### config.mk
export PLATFORM = sky130hd
export DESIGN_NAME = seg7_scan
export DESIGN_NICKNAME = d
export VERILOG_FILES = /design/src/rtl/seg7_scan.sv
export SDC_FILE = /design/constraint.sdc
export NUM_CORES = 1
export LEC_CHECK = 0
export ABC_AREA = 1
export BUFFER_PORTS_ARGS = -buffer_cell sky130_fd_sc_hd__buf_2
export CAP_MARGIN = 20
export CELL_PAD_IN_SITES_DETAIL_PLACEMENT = 1
export CELL_PAD_IN_SITES_GLOBAL_PLACEMENT = 1
export CORE_MARGIN = 2
export CORE_UTILIZATION = 40
export CTS_BUF_LIST = sky130_fd_sc_hd__clkbuf_16
export DETAILED_ROUTE_END_ITERATION = 8
export GPL_ROUTABILITY_DRIVEN = 0
export HOLD_SLACK_MARGIN = 0.1
export PLACE_DENSITY_LB_ADDON = 0.05
export SETUP_SLACK_MARGIN = 0.5
export SYNTH_ARGS = -nofsm -noshare
export SYNTH_HDL_FRONTEND = slang
export SYNTH_SLANG_ARGS = --single-unit
### constraint.sdc
create_clock -name clk -period 3 [get_ports clk]
set_input_delay 0.15 -clock clk [delete_from_list [all_inputs] [get_ports clk]]
set_output_delay 0.15 -clock clk [all_outputs]
set_load 0.02 [all_outputs]
### src/rtl/seg7_scan.sv
// seg7_scan: multiplexed seven-segment scanner with anti-ghost blanking
// Optional macro SEG7_LEADING_ZERO_BLANK_EN darkens leading zero digits
module seg7_scan #(
  parameter int DIGITS       = 8,
  parameter int BLANK_CYCLES = 16
) (
  input  logic                  clk,
  input  logic                  rst_n,
  input  logic                  tick,
  input  logic [4*DIGITS-1:0]   value,
  input  logic [DIGITS-1:0]     dp,
  output logic [DIGITS-1:0]     an,
  output logic [7:0]            seg
);

  localparam int IW = (DIGITS > 1) ? $clog2(DIGITS) : 1;
  localparam logic [IW-1:0] LAST = IW'(DIGITS - 1);
  localparam logic [15:0] CNT_LOAD = 16'(BLANK_CYCLES - 1);

  typedef enum logic [1:0] {
    IDLE,
    BLANK,
    SHOW
  } state_t;

  state_t state;
  state_t state_n;

  logic [IW-1:0]       idx;
  logic [IW-1:0]       idx_n;
  logic [IW-1:0]       idx_inc;
  logic [15:0]         cnt;
  logic [15:0]         cnt_n;
  logic [4*DIGITS-1:0] sh_val;
  logic [4*DIGITS-1:0] sh_val_n;
  logic [DIGITS-1:0]   sh_dp;
  logic [DIGITS-1:0]   sh_dp_n;
  logic [DIGITS-1:0]   an_n;
  logic [7:0]          seg_n;

  logic [3:0]          nib;
  logic                nib_dp;
  logic [DIGITS-1:0]   sel_an;
  logic                dark;

  function automatic logic [6:0] hex7(input logic [3:0] n);
    logic [6:0] s;
    case (n)
      4'h0:    s = 7'h40;
      4'h1:    s = 7'h79;
      4'h2:    s = 7'h24;
      4'h3:    s = 7'h30;
      4'h4:    s = 7'h19;
      4'h5:    s = 7'h12;
      4'h6:    s = 7'h02;
      4'h7:    s = 7'h78;
      4'h8:    s = 7'h00;
      4'h9:    s = 7'h10;
      4'hA:    s = 7'h08;
      4'hB:    s = 7'h03;
      4'hC:    s = 7'h46;
      4'hD:    s = 7'h21;
      4'hE:    s = 7'h06;
      default: s = 7'h0E;
    endcase
    return s;
  endfunction

  // Select the current digit's shadow nibble, dp bit and anode
  always_comb begin
    nib    = 4'h0;
    nib_dp = 1'b0;
    sel_an = '1;
    for (int i = 0; i < DIGITS; i++) begin
      if (idx == IW'(i)) begin
        nib       = sh_val[4*i +: 4];
        nib_dp    = sh_dp[i];
        sel_an[i] = 1'b0;
      end
    end
  end

`ifdef SEG7_LEADING_ZERO_BLANK_EN
  logic [DIGITS-1:0] lz;
  logic              run;

  // Digit is dark when it and every higher digit hold zero
  always_comb begin
    lz   = '0;
    run  = 1'b1;
    dark = 1'b0;
    for (int i = DIGITS - 1; i >= 0; i--) begin
      run   = run & (sh_val[4*i +: 4] == 4'h0);
      lz[i] = run & (i > 0);
    end
    for (int i = 0; i < DIGITS; i++) begin
      if (idx == IW'(i)) begin
        dark = lz[i];
      end
    end
  end
`else
  // Every digit is decoded, leading zeros included
  always_comb begin
    dark = 1'b0;
  end
`endif

  // Next digit index with wrap to digit 0
  always_comb begin
    idx_inc = (idx == LAST) ? '0 : idx + 1'b1;
  end

  // Next-state and registered-output logic; tick beats the countdown
  always_comb begin
    state_n  = state;
    idx_n    = idx;
    cnt_n    = cnt;
    sh_val_n = sh_val;
    sh_dp_n  = sh_dp;
    an_n     = an;
    seg_n    = seg;
    if (tick) begin
      idx_n   = idx_inc;
      if (idx_inc == '0) begin
        sh_val_n = value;
        sh_dp_n  = dp;
      end
      state_n = BLANK;
      cnt_n   = CNT_LOAD;
      an_n    = '1;
      seg_n   = 8'hFF;
    end else begin
      unique case (state)
        IDLE: begin
          an_n  = '1;
          seg_n = 8'hFF;
        end
        BLANK: begin
          if (cnt != 16'd0) begin
            cnt_n = cnt - 16'd1;
          end else begin
            state_n = SHOW;
            an_n    = sel_an;
            seg_n   = {~nib_dp, dark ? 7'h7F : hex7(nib)};
          end
        end
        SHOW: begin
          state_n = SHOW;
        end
        default: begin
          state_n = IDLE;
          an_n    = '1;
          seg_n   = 8'hFF;
        end
      endcase
    end
  end

  // State, snapshot and output registers with synchronous reset
  always_ff @(posedge clk) begin
    if (!rst_n) begin
      state  <= IDLE;
      idx    <= LAST;
      cnt    <= '0;
      sh_val <= '0;
      sh_dp  <= '0;
      an     <= '1;
      seg    <= 8'hFF;
    end else begin
      state  <= state_n;
      idx    <= idx_n;
      cnt    <= cnt_n;
      sh_val <= sh_val_n;
      sh_dp  <= sh_dp_n;
      an     <= an_n;
      seg    <= seg_n;
    end
  end

endmodule
# == Word-level counts from Yosys, hierarchy flattened ==
# Memories as Yosys holds them, arrays and structs flattened.
# Index checks and enable logic that the tools add are counted.
# classes
add_sub_neg,2
n_bitwise,4
n_mux,35
reduce_logical,13
eq_ne,12
# op_table
cell,count
$mux 4,11
$pmux 8 s2,2
$mux 1,17
$mux 8,2
$reduce_bool 16->1,1
$sub 16x1->16 const B,1
$eq 3x3->1 const B,4
$reduce_and 2->1,6
$eq 3x2->1 const B,2
$logic_not 3->1,2
$pmux 2 s3,1
$ne 2x2->1 const B,2
$not 1->1,4
$reduce_bool 2->1,2
$add 3x1->3 const B,1
$eq 3x1->1 const B,1
$mux 3,1
$ne 3x3->1 const B,1
$eq 2x1->1 const B,1
$eq 2x2->1 const B,1
$logic_not 2->1,1
$mux 2,1
$reduce_or 2->1,1
# totals
elab_cells,76
mem_count,1
inputBits,43
regBits,77
out_inout_bits,16
mem_bits_ro,112
# mem_list
name,depth,word_bits,read_ports,rd_clocked_by_memory_dff,wr,line_no,text
(name not given),16,7,1,0,0,48,case (n)

# == Logic depth before layout (Yosys ltp) ==
# Gate-level depths: netlist (run 1).
# depth
depth_word,12
depth_mapped,23
mapped_depth_nobuf,22

# == Worst setup path after synthesis (run 1) ==
# No wires, ideal clock.
# synth_path
kind,register to register
start,register idx[2]
end,register seg[5]
setup_time_ps,115
period_less_slack_ps,2308
path_buffers,1
path_stages_with_launch,21
setup_slack_ps,692
arrival_time_ps,2193
path_cell_list,dfxtp_1 -> buf_4 -> inv_2 -> ha_1 -> inv_1 -> nand2_1 -> inv_1 -> nand2_1 -> nand2_1 -> nand2_1 -> nand2_1 -> nand2_1 -> a21oi_2 -> inv_1 -> ha_1 -> nand2_1 -> o21ai_1 -> nand2_1 -> nand3_1 -> nand2_1 -> nand2_1
# synth_between
elab_chain_len,12
word_cells_on_any_way,19
# synth_lines
element,line_no,text
"start, declared",29,logic [IW-1:0] idx;
"start signal, assigned",172,idx <= idx_n;
$logic_not 3->1,75,if (idx == IW'(i)) begin
$mux 4 (7 in a row),75,
$mux 4 (*),75,
$mem_v2 16x7 (*),n/a,
$mux 8 (*),140,if (cnt != 16'd0) begin
$pmux 8 s2 (*),134,unique case (state)
"end signal, assigned",177,seg <= seg_n;
"end, declared",13,output logic [7:0] seg
# Mark *: on every way between the ends. The rest lies on a longest branch, timed or not. The select of a mux whose other input is x is not followed.
# A chain may end at the register's enable or synchronous reset.

# == Worst setup path in the final report (run 1) ==
# layout_path
start,register idx[0]
end,register seg[1]
# The elaborated chain is that of the path after synthesis.

==> results.txt, run 1 <==
Total via count in the routed design = 3972
Final Total Pwr = 2900 uW
Detailed-route vias per instance = 4.96
Critical path endpoint category = flip-flop
Drt first pass iters = 4
Largest family of logic cells by synthesized area = simple AND/OR/NAND/NOR gates
Mapped Nets = 631
Unrepaired setup endpoints after global routing = true
Maximum number of buffers from clock root to sink = 2
Power density relative to cell area = 571 mW/mm2
Req. time, crit path = 3230 ps
LEAKAGE = 0.00231 uW
Share of final-layout standard cells stronger than drive strength 1 = 19.2%
Cell count after synthesis = 570
Startpoint type of the worst setup path = flip-flop
Antenna violations before repair = 0
H-Tree Depth = 3
Initial Util = 41.6%
Number of cells traversed by the worst register-to-register path = 20
Top cells by count, synth = 135 x sky130_fd_sc_hd__nand2_1, 110 x sky130_fd_sc_hd__nor2_1, 77 x sky130_fd_sc_hd__dfxtp_1
Period utilisation layout = 79.0%
Min setup slack post-route = 630 ps
Vias in the first global route = 3969
Sequential-to-total area share from yosys stat = 39.9%
Multiplexer share of the synthesized area = 0%
Post-layout nets = 728
Worst vdd rail ir drop = 221 uV
Run status = finished clean
Number of different library cells in the post-synthesis netlist = 32
Proportion of netlist area held by the largest area contributor = 39.9%
Iteration-0 DRC count of the detailed router = 120
Clock insertion delay at the later pin of the skew report = 340 ps
Ys async rst share = 0%
Pin count of the biggest net entering global routing = 46
Worst Setup SP = idx[0]
Vertical die dimension = 102 um
Share of the synthesized netlist area taken by xor and xnor gates = 1.36%
Most instantiated library cell after synthesis = sky130_fd_sc_hd__nand2_1
Total setup violations reported at the end of the flow = 0
Setup Total Neg Slack = 0 ps
Post-detail-place hpwl = 7.68 mm
TritonCTS Sinks = 77
Post-Place Setup Slack = 314 ps
Mean routed wirelength per cell = 14.3 um
Simple-gate area share of the yosys netlist = 31.1%
CTS tree = built
Register bit count reported by yosys = 77
Worst slew margin relative to its limit = 58.9%
Crit path kind = flip-flop to flip-flop
Min-delay worst type = input pin to flip-flop
Top cells by area in the synthesized netlist = sky130_fd_sc_hd__dfxtp_1 40%, sky130_fd_sc_hd__nand2_1 13%, sky130_fd_sc_hd__nor2_1 11%
Reg-to-Reg End = seg[1]
Largest area contributor in the synthesized netlist = sky130_fd_sc_hd__dfxtp_1
Overflow left after global routing = 0
Mean instance size in the synthesized netlist = 6.77 um2
Syn. warnings = 0
Global-route wire length before repair = 18.8 mm
Post-synthesis compound-gate area fraction = 14.4%
Launching point of the worst reg2reg path = idx[0]
Worst Path Arrival = 2600 ps
GR Util All Layers = 22.8%
Top_reg_cell synth = sky130_fd_sc_hd__dfxtp_1
Max-capacitance violation count = 0
Worst setup skew after layout = 3.45 ps
Core area = 0.00928 mm2
Die Outline Area = 0.0105 mm2
Layout overhead on the synthesized area = 31.6%
Maximum fanout encountered on the critical timing path = 5
Synthesized area = 0.00386 mm2
Critical path capture point = seg[1]
Tightest Pin Transition = 616 ps
Diodes inserted = 0
Core occupancy in the finished layout = 54.7%
Minimum setup slack among reg-to-reg paths = 630 ps
Clock-pin slew of the registers on the worst-case setup and hold paths = 60 ps
Count of buffers from port buffering = 58
Detailed-route DRC error count = 0
Adder-cell share of the synthesized area = 5.83%
Minimum period implied by the final worst setup slack = 2370 ps
Max Clock Freq = 0.422 GHz
Drt total wl = 11.5 mm
Clock tree root driver cell = sky130_fd_sc_hd__clkbuf_16
Number of top-level pins = 59
Max Slew Vio Count = 0
Count of standard-cell rows = 35
EDFF count, synth = 0
Clock buffer count from CTS = 9
Final ANT Viol Nets = 0
Filler Cell Count = 1213
Final-report hold violation count = 0
Horiz. Die Dim = 102 um
==> critical path, stage by stage (launching register included) <==
cell	delay (ps)
sky130_fd_sc_hd__dfxtp_4	360
sky130_fd_sc_hd__inv_2	120
sky130_fd_sc_hd__ha_4	160
sky130_fd_sc_hd__inv_2	50
sky130_fd_sc_hd__nor2_4	110
sky130_fd_sc_hd__nand2_1	70
sky130_fd_sc_hd__nand3_1	80
sky130_fd_sc_hd__nand3_1	80
sky130_fd_sc_hd__nand2_1	70
sky130_fd_sc_hd__nand2_1	80
sky130_fd_sc_hd__nand2_1	100
sky130_fd_sc_hd__nand2_2	90
sky130_fd_sc_hd__nand2_1	90
sky130_fd_sc_hd__nand2_2	100
sky130_fd_sc_hd__ha_1	300
sky130_fd_sc_hd__nand2_1	120
sky130_fd_sc_hd__nor2_1	60
sky130_fd_sc_hd__nor2_1	80
sky130_fd_sc_hd__nand2_1	60
sky130_fd_sc_hd__nand2_1	50
sky130_fd_sc_hd__nand2_1	40
==> kinds of logic after synthesis <==
logic type | count (synthesis)
compound gates | 103
buf+inv | 73
simple gates | 293
flops | 77
fa+ha+maj | 18
xor+xnor | 6
==> per-stage QoR <==
step | cell area [um2] | hold slack, ps | std cells
2_1_floorplan | 3860 | 288 | 570
3_3_place_gp | 4260 | 397 | 742
3_5_place_dp | 4260 | 411 | 742
4_1_cts | 4980 | 101 | 798
5_1_grt | 5080 | 100 | 801
6_report | 5080 | 96.6 | 801
==> cell usage in the layout (no fill, tap or decap), types with 4 or more instances in the layout <==
| master | n |
|---|---|
| sky130_fd_sc_hd__o22ai_1 | 5 |
| sky130_fd_sc_hd__inv_2 | 16 |
| sky130_fd_sc_hd__dfxtp_1 | 75 |
| sky130_fd_sc_hd__nand3_1 | 25 |
| sky130_fd_sc_hd__clkbuf_16 | 9 |
| sky130_fd_sc_hd__o21ai_1 | 6 |
| sky130_fd_sc_hd__ha_4 | 4 |
| sky130_fd_sc_hd__buf_4 | 13 |
| sky130_fd_sc_hd__dlygate4sd3_1 | 34 |
| sky130_fd_sc_hd__inv_1 | 34 |
| sky130_fd_sc_hd__or2_0 | 4 |
| sky130_fd_sc_hd__nor3_1 | 4 |
| sky130_fd_sc_hd__buf_2 | 58 |
| sky130_fd_sc_hd__nand4_1 | 4 |
| sky130_fd_sc_hd__xor2_1 | 5 |
| sky130_fd_sc_hd__nor2_1 | 110 |
| sky130_fd_sc_hd__nand2_1 | 131 |
| sky130_fd_sc_hd__a21oi_1 | 32 |
| sky130_fd_sc_hd__nand2_2 | 7 |
| sky130_fd_sc_hd__ha_1 | 11 |
| sky130_fd_sc_hd__o21ai_0 | 49 |
==> how the worst min path moves through the flow <==
stage | start | slack [ps] | endpoint | cells after the start
final | value[20] | 100 | sh_val[20] | 3
after global routing | value[10] | 100 | sh_val[10] | 3
after CTS | value[20] | 100 | sh_val[20] | 3
after detailed placement | dp[4] | 410 | sh_dp[4] | 3
after global placement | value[19] | 400 | sh_val[19] | 3
after floorplan | rst_n | 290 | sh_val[0] | 2
==> what timing repair did <==
action | 4_1_cts | 5_1_grt
hold endpoints to repair | 34 | 0
buffers inserted | 6 | 3
gates resized for setup | 6 | 23
hold buffers | 34 | 0
gates cloned | 0 | 0
endpoints found under the setup margin | 8 | 7
pin swaps | 1 | 2
==> registers in the layout (all words and copies together) (netlist names) <==
| name | cells |
|---|---|
| sh_val | 32 |
| cnt | 16 |
| an | 8 |
| seg | 8 |
| sh_dp | 8 |
| idx | 3 |
| state | 2 |
==> layout make-up <==
cell class                      instances  area (um2)  area share, %
Tap cell                              129         161           3.18
Multi-Input combinational cell        420        2130           41.9
Sequential cell                        77        1550           30.4
Clock inverter                          7        67.6           1.33
Clock buffer                            9         225           4.43
Inverter                               53         201           3.97
Timing Repair Buffer                  106         748           14.7
==> report_power, final <==
group	total [uW]	switching, uW	internal, uW
sequential	1150	48.8	1100
combinational	669	413	257
clock	1080	445	640
==> layer usage <==
layer | GRT usage, % | up-vias | wire length [um]
met4 | 6.46 | 0 | 155
met2 | 41.9 | 56 | 5920
met1 | 27.3 | 1881 | 5130
li1 | - | 2021 | -
met5 | 0 | - | 0
met3 | 4.04 | 14 | 280
Note: power is estimated with default switching activity, not from simulation.
==> run 2: changes to the inputs <==
--- a/config.mk
+++ b/config.mk
@@ -5,13 +5,13 @@
 export SDC_FILE = /design/constraint.sdc
 export NUM_CORES = 1
 export LEC_CHECK = 0
-export ABC_AREA = 1
+export ABC_AREA = 0
 export BUFFER_PORTS_ARGS = -buffer_cell sky130_fd_sc_hd__buf_2
 export CAP_MARGIN = 20
 export CELL_PAD_IN_SITES_DETAIL_PLACEMENT = 1
 export CELL_PAD_IN_SITES_GLOBAL_PLACEMENT = 1
 export CORE_MARGIN = 2
-export CORE_UTILIZATION = 40
+export CORE_UTILIZATION = 42
 export CTS_BUF_LIST = sky130_fd_sc_hd__clkbuf_16
 export DETAILED_ROUTE_END_ITERATION = 8
 export GPL_ROUTABILITY_DRIVEN = 0
==> constraint.sdc (replaced) <==
create_clock -name clk -period 2.5 [get_ports clk]
set_input_delay 0.125 -clock clk [delete_from_list [all_inputs] [get_ports clk]]
set_output_delay 0.125 -clock clk [all_outputs]
set_load 0.02 [all_outputs]
==> results.txt, run 2 <==
Run status = finished clean
Share of final-layout standard cells stronger than drive strength 1 = 32.0%
Origin of the worst min-delay path = tick
Count of standard-cell rows = 35
Top Metal Used = met4
Met1 routed wirelength after detailed routing = 5.56 mm
Net switching power = 1070 uW
Routed wire length on met3 = 288 um
Overflow left after global routing = 0
Maximum fanout encountered on the critical timing path = 7
Vias in the first global route = 4069
Top cells by area in the synthesized netlist = sky130_fd_sc_hd__dfxtp_1 39%, sky130_fd_sc_hd__nand2_1 10%, sky130_fd_sc_hd__a21boi_0 7.6%
Total setup violations reported at the end of the flow = 0
Diodes inserted = 0
Switching fraction of total power = 30.0%
Minimum period implied by the final worst setup slack = 2400 ps
WHS = 238 ps
LEAKAGE = 0.00222 uW
Critical path endpoint category = flip-flop
Standard cell with the maximum stage delay on the critical path = sky130_fd_sc_hd__dfxtp_4
Total via count in the routed design = 3921
Largest registers in the final layout = sh_val (32), cnt (16)
Detailed-route DRC error count = 0
Worst vdd rail ir drop = 324 uV
Reg-to-Reg End = seg[2]
Max-capacitance violation count = 0
Iteration-0 DRC count of the detailed router = 167
Die Outline Area = 0.0101 mm2
Antenna violations before repair = 0
Most used cells in the layout excluding fill and tap cells = 106 x sky130_fd_sc_hd__nand2_1, 72 x sky130_fd_sc_hd__dfxtp_1, 58 x sky130_fd_sc_hd__buf_2
Initial Util = 42.9%
Number of different library cells in the post-synthesis netlist = 67
Core area = 0.00915 mm2
Worst slew margin relative to its limit = 60.2%
Proportion of netlist area held by the largest area contributor = 39.3%
Sequential-to-total area share from yosys stat = 39.3%
H-Tree Depth = 3
Maximum number of buffers from clock root to sink = 2
Final ANT Viol Nets = 0
Internal Dissipation = 2490 uW
Req. time, crit path = 2750 ps
Number of top-level pins = 59
Worst Path Arrival = 2650 ps
Met2 routed wirelength = 6.69 mm
Top cells by count, synth = 107 x sky130_fd_sc_hd__nand2_1, 77 x sky130_fd_sc_hd__dfxtp_1, 40 x sky130_fd_sc_hd__a21boi_0
Post-detail-place hpwl = 7.72 mm
Worst setup skew after layout = 9.60 ps
Most common cell after layout, fill and taps aside = sky130_fd_sc_hd__nand2_1
TritonCTS Sinks = 77
Top_reg_cell synth = sky130_fd_sc_hd__dfxtp_1
Mean instance size in the synthesized netlist = 8.41 um2
Pin count of the biggest net entering global routing = 50
Min-delay worst type = input pin to flip-flop
Register with the most flip-flops = sh_val
Drt total wl = 12.7 mm
Largest stage delay, worst path = 370 ps
Horiz. Die Dim = 101 um
EDFF count, synth = 0
WHS Path Cells = 4
CTS tree = built
Post-layout nets = 659
Ys async rst share = 0%
Detailed-route vias per instance = 5.49
Startpoint type of the worst setup path = flip-flop
Clock tree root driver cell = sky130_fd_sc_hd__clkbuf_16
Global-route wire length before repair = 20.2 mm
Crit path kind = flip-flop to flip-flop
Power density relative to cell area = 623 mW/mm2
Period utilisation layout = 96.2%
GR Util All Layers = 25.1%
Clk network pwr share = 36.2%
Clock-pin slew of the registers on the worst-case setup and hold paths = 60 ps
Series of cell instances along the critical path = buf_4 > ha_4 > a211o_1 > a31oi_2 > o22a_1 > o21ba_4 > inv_6 > ha_4 > or3_1 > a31oi_1
Clock buffer count from CTS = 9
Part of the total power dissipated in combinational logic = 25.9%
Portion of total power attributed to sequential cells = 38.0%
Number of cells traversed by the worst register-to-register path = 10
Filler Cell Count = 1025
Cell count after synthesis = 467
Syn. warnings = 0
Synthesized area = 0.00393 mm2
Most instantiated library cell after synthesis = sky130_fd_sc_hd__nand2_1
Launching point of the worst reg2reg path = idx[1]
Tightest Pin Transition = 597 ps
Layout overhead on the synthesized area = 45.6%
Worst Hold Endpoint = idx[2]
Most frequent CP cell = sky130_fd_sc_hd__ha_4
Largest area contributor in the synthesized netlist = sky130_fd_sc_hd__dfxtp_1
Vertical die dimension = 101 um
Max Slew Vio Count = 0
Final-report hold violation count = 0
Count of buffers from port buffering = 58
Drt first pass iters = 4
Clock insertion delay at the later pin of the skew report = 330 ps
Register bit count reported by yosys = 77
Unrepaired setup endpoints after global routing = true
Max FFs per register = 32
Mean routed wirelength per cell = 17.9 um
Max Clock Freq = 0.416 GHz
Mapped Nets = 528
Minimum setup slack among reg-to-reg paths = 100 ps
Setup Total Neg Slack = 0 ps
==> run 2: power groups by stage <==
| stage | clock, uW | sequential (uW) | combinational (uW) |
|---|---|---|---|
| floorplan | 0 | 1360 | 480 |
| global placement | 0 | 1370 | 663 |
| detailed placement | 0 | 1370 | 678 |
| CTS | 1310 | 1350 | 807 |
| global route | 1370 | 1360 | 998 |
| finish | 1290 | 1350 | 921 |
==> run 2: cell families (layout without fill, tap and decap cells) <==
logic type	Yosys count	after routing	synth area share, %
buffers and inverters	44	180	5.35
muxes	2	2	0.510
and+or+nand+nor	195	195	24.0
AOI/OAI and AO/OA	120	120	22.7
DFF	77	77	39.3
adders and majority gates	18	18	5.74
xor gates and xnor gates	11	11	2.45
==> run 2: layout make-up <==
class	count	area [um2]	share of cell area, %
clock inverters	7	65.1	1.14
flip-flops and latches	77	1550	27.2
well taps	111	139	2.43
clock buffers	9	225	3.94
inverters	13	76.3	1.33
repair buffers	151	1130	19.8
multi-input cells	346	2520	44.2
==> run 2: critical path, delay by kind of cell (launching register included) <==
family | cells | cell delay [ps]
buffers and inverters | 2 | 200
adders and majority gates | 2 | 360
and+or+nand+nor | 1 | 360
DFF | 1 | 370
AOI/OAI and AO/OA | 5 | 1030
==> run 2: per-layer routing <==
metal / global-route usage [%] / up-vias
met5: 0 / -
met1: 29.9 / 1951
met2: 45.7 / 63
met3: 3.81 / 17
met4: 8.01 / 0
li1: - / 1890
==> run 2: worst max path at each step <==
stage,start,to,slack (ps),depth (start not counted)
floorplan,idx[1],seg[2],250,11
global placement,idx[1],seg[0],110,10
detailed placement,idx[1],seg[2],10,10
CTS,idx[1],seg[2],130,10
global route,idx[1],seg[0],20,12
finish,idx[1],seg[2],100,10
==> run 2: through the flow <==
stage / total power (uW) / setup WS (ps) / cells / utilization, % / cell area (um2)
after floorplan: 1840 / 248 / 467 / - / 4080
after global placement: 2030 / 108 / 630 / 49.4 / 4520
after detailed placement: 2050 / 9.74 / 630 / 49.4 / 4520
after CTS: 3470 / 132 / 701 / 59.5 / 5450
after global routing: 3730 / 21.2 / 714 / 62.5 / 5720
final: 3560 / 95.2 / 714 / 62.5 / 5720
==> run 2: timing repair <==
action / 4_1_cts / 5_1_grt
pin swaps: 6 / 20
setup buffers: 15 / 13
setup endpoints to repair: 24 / 41
gates resized for setup: 26 / 38
hold endpoints to repair: 40 / 0
hold buffers: 40 / 0
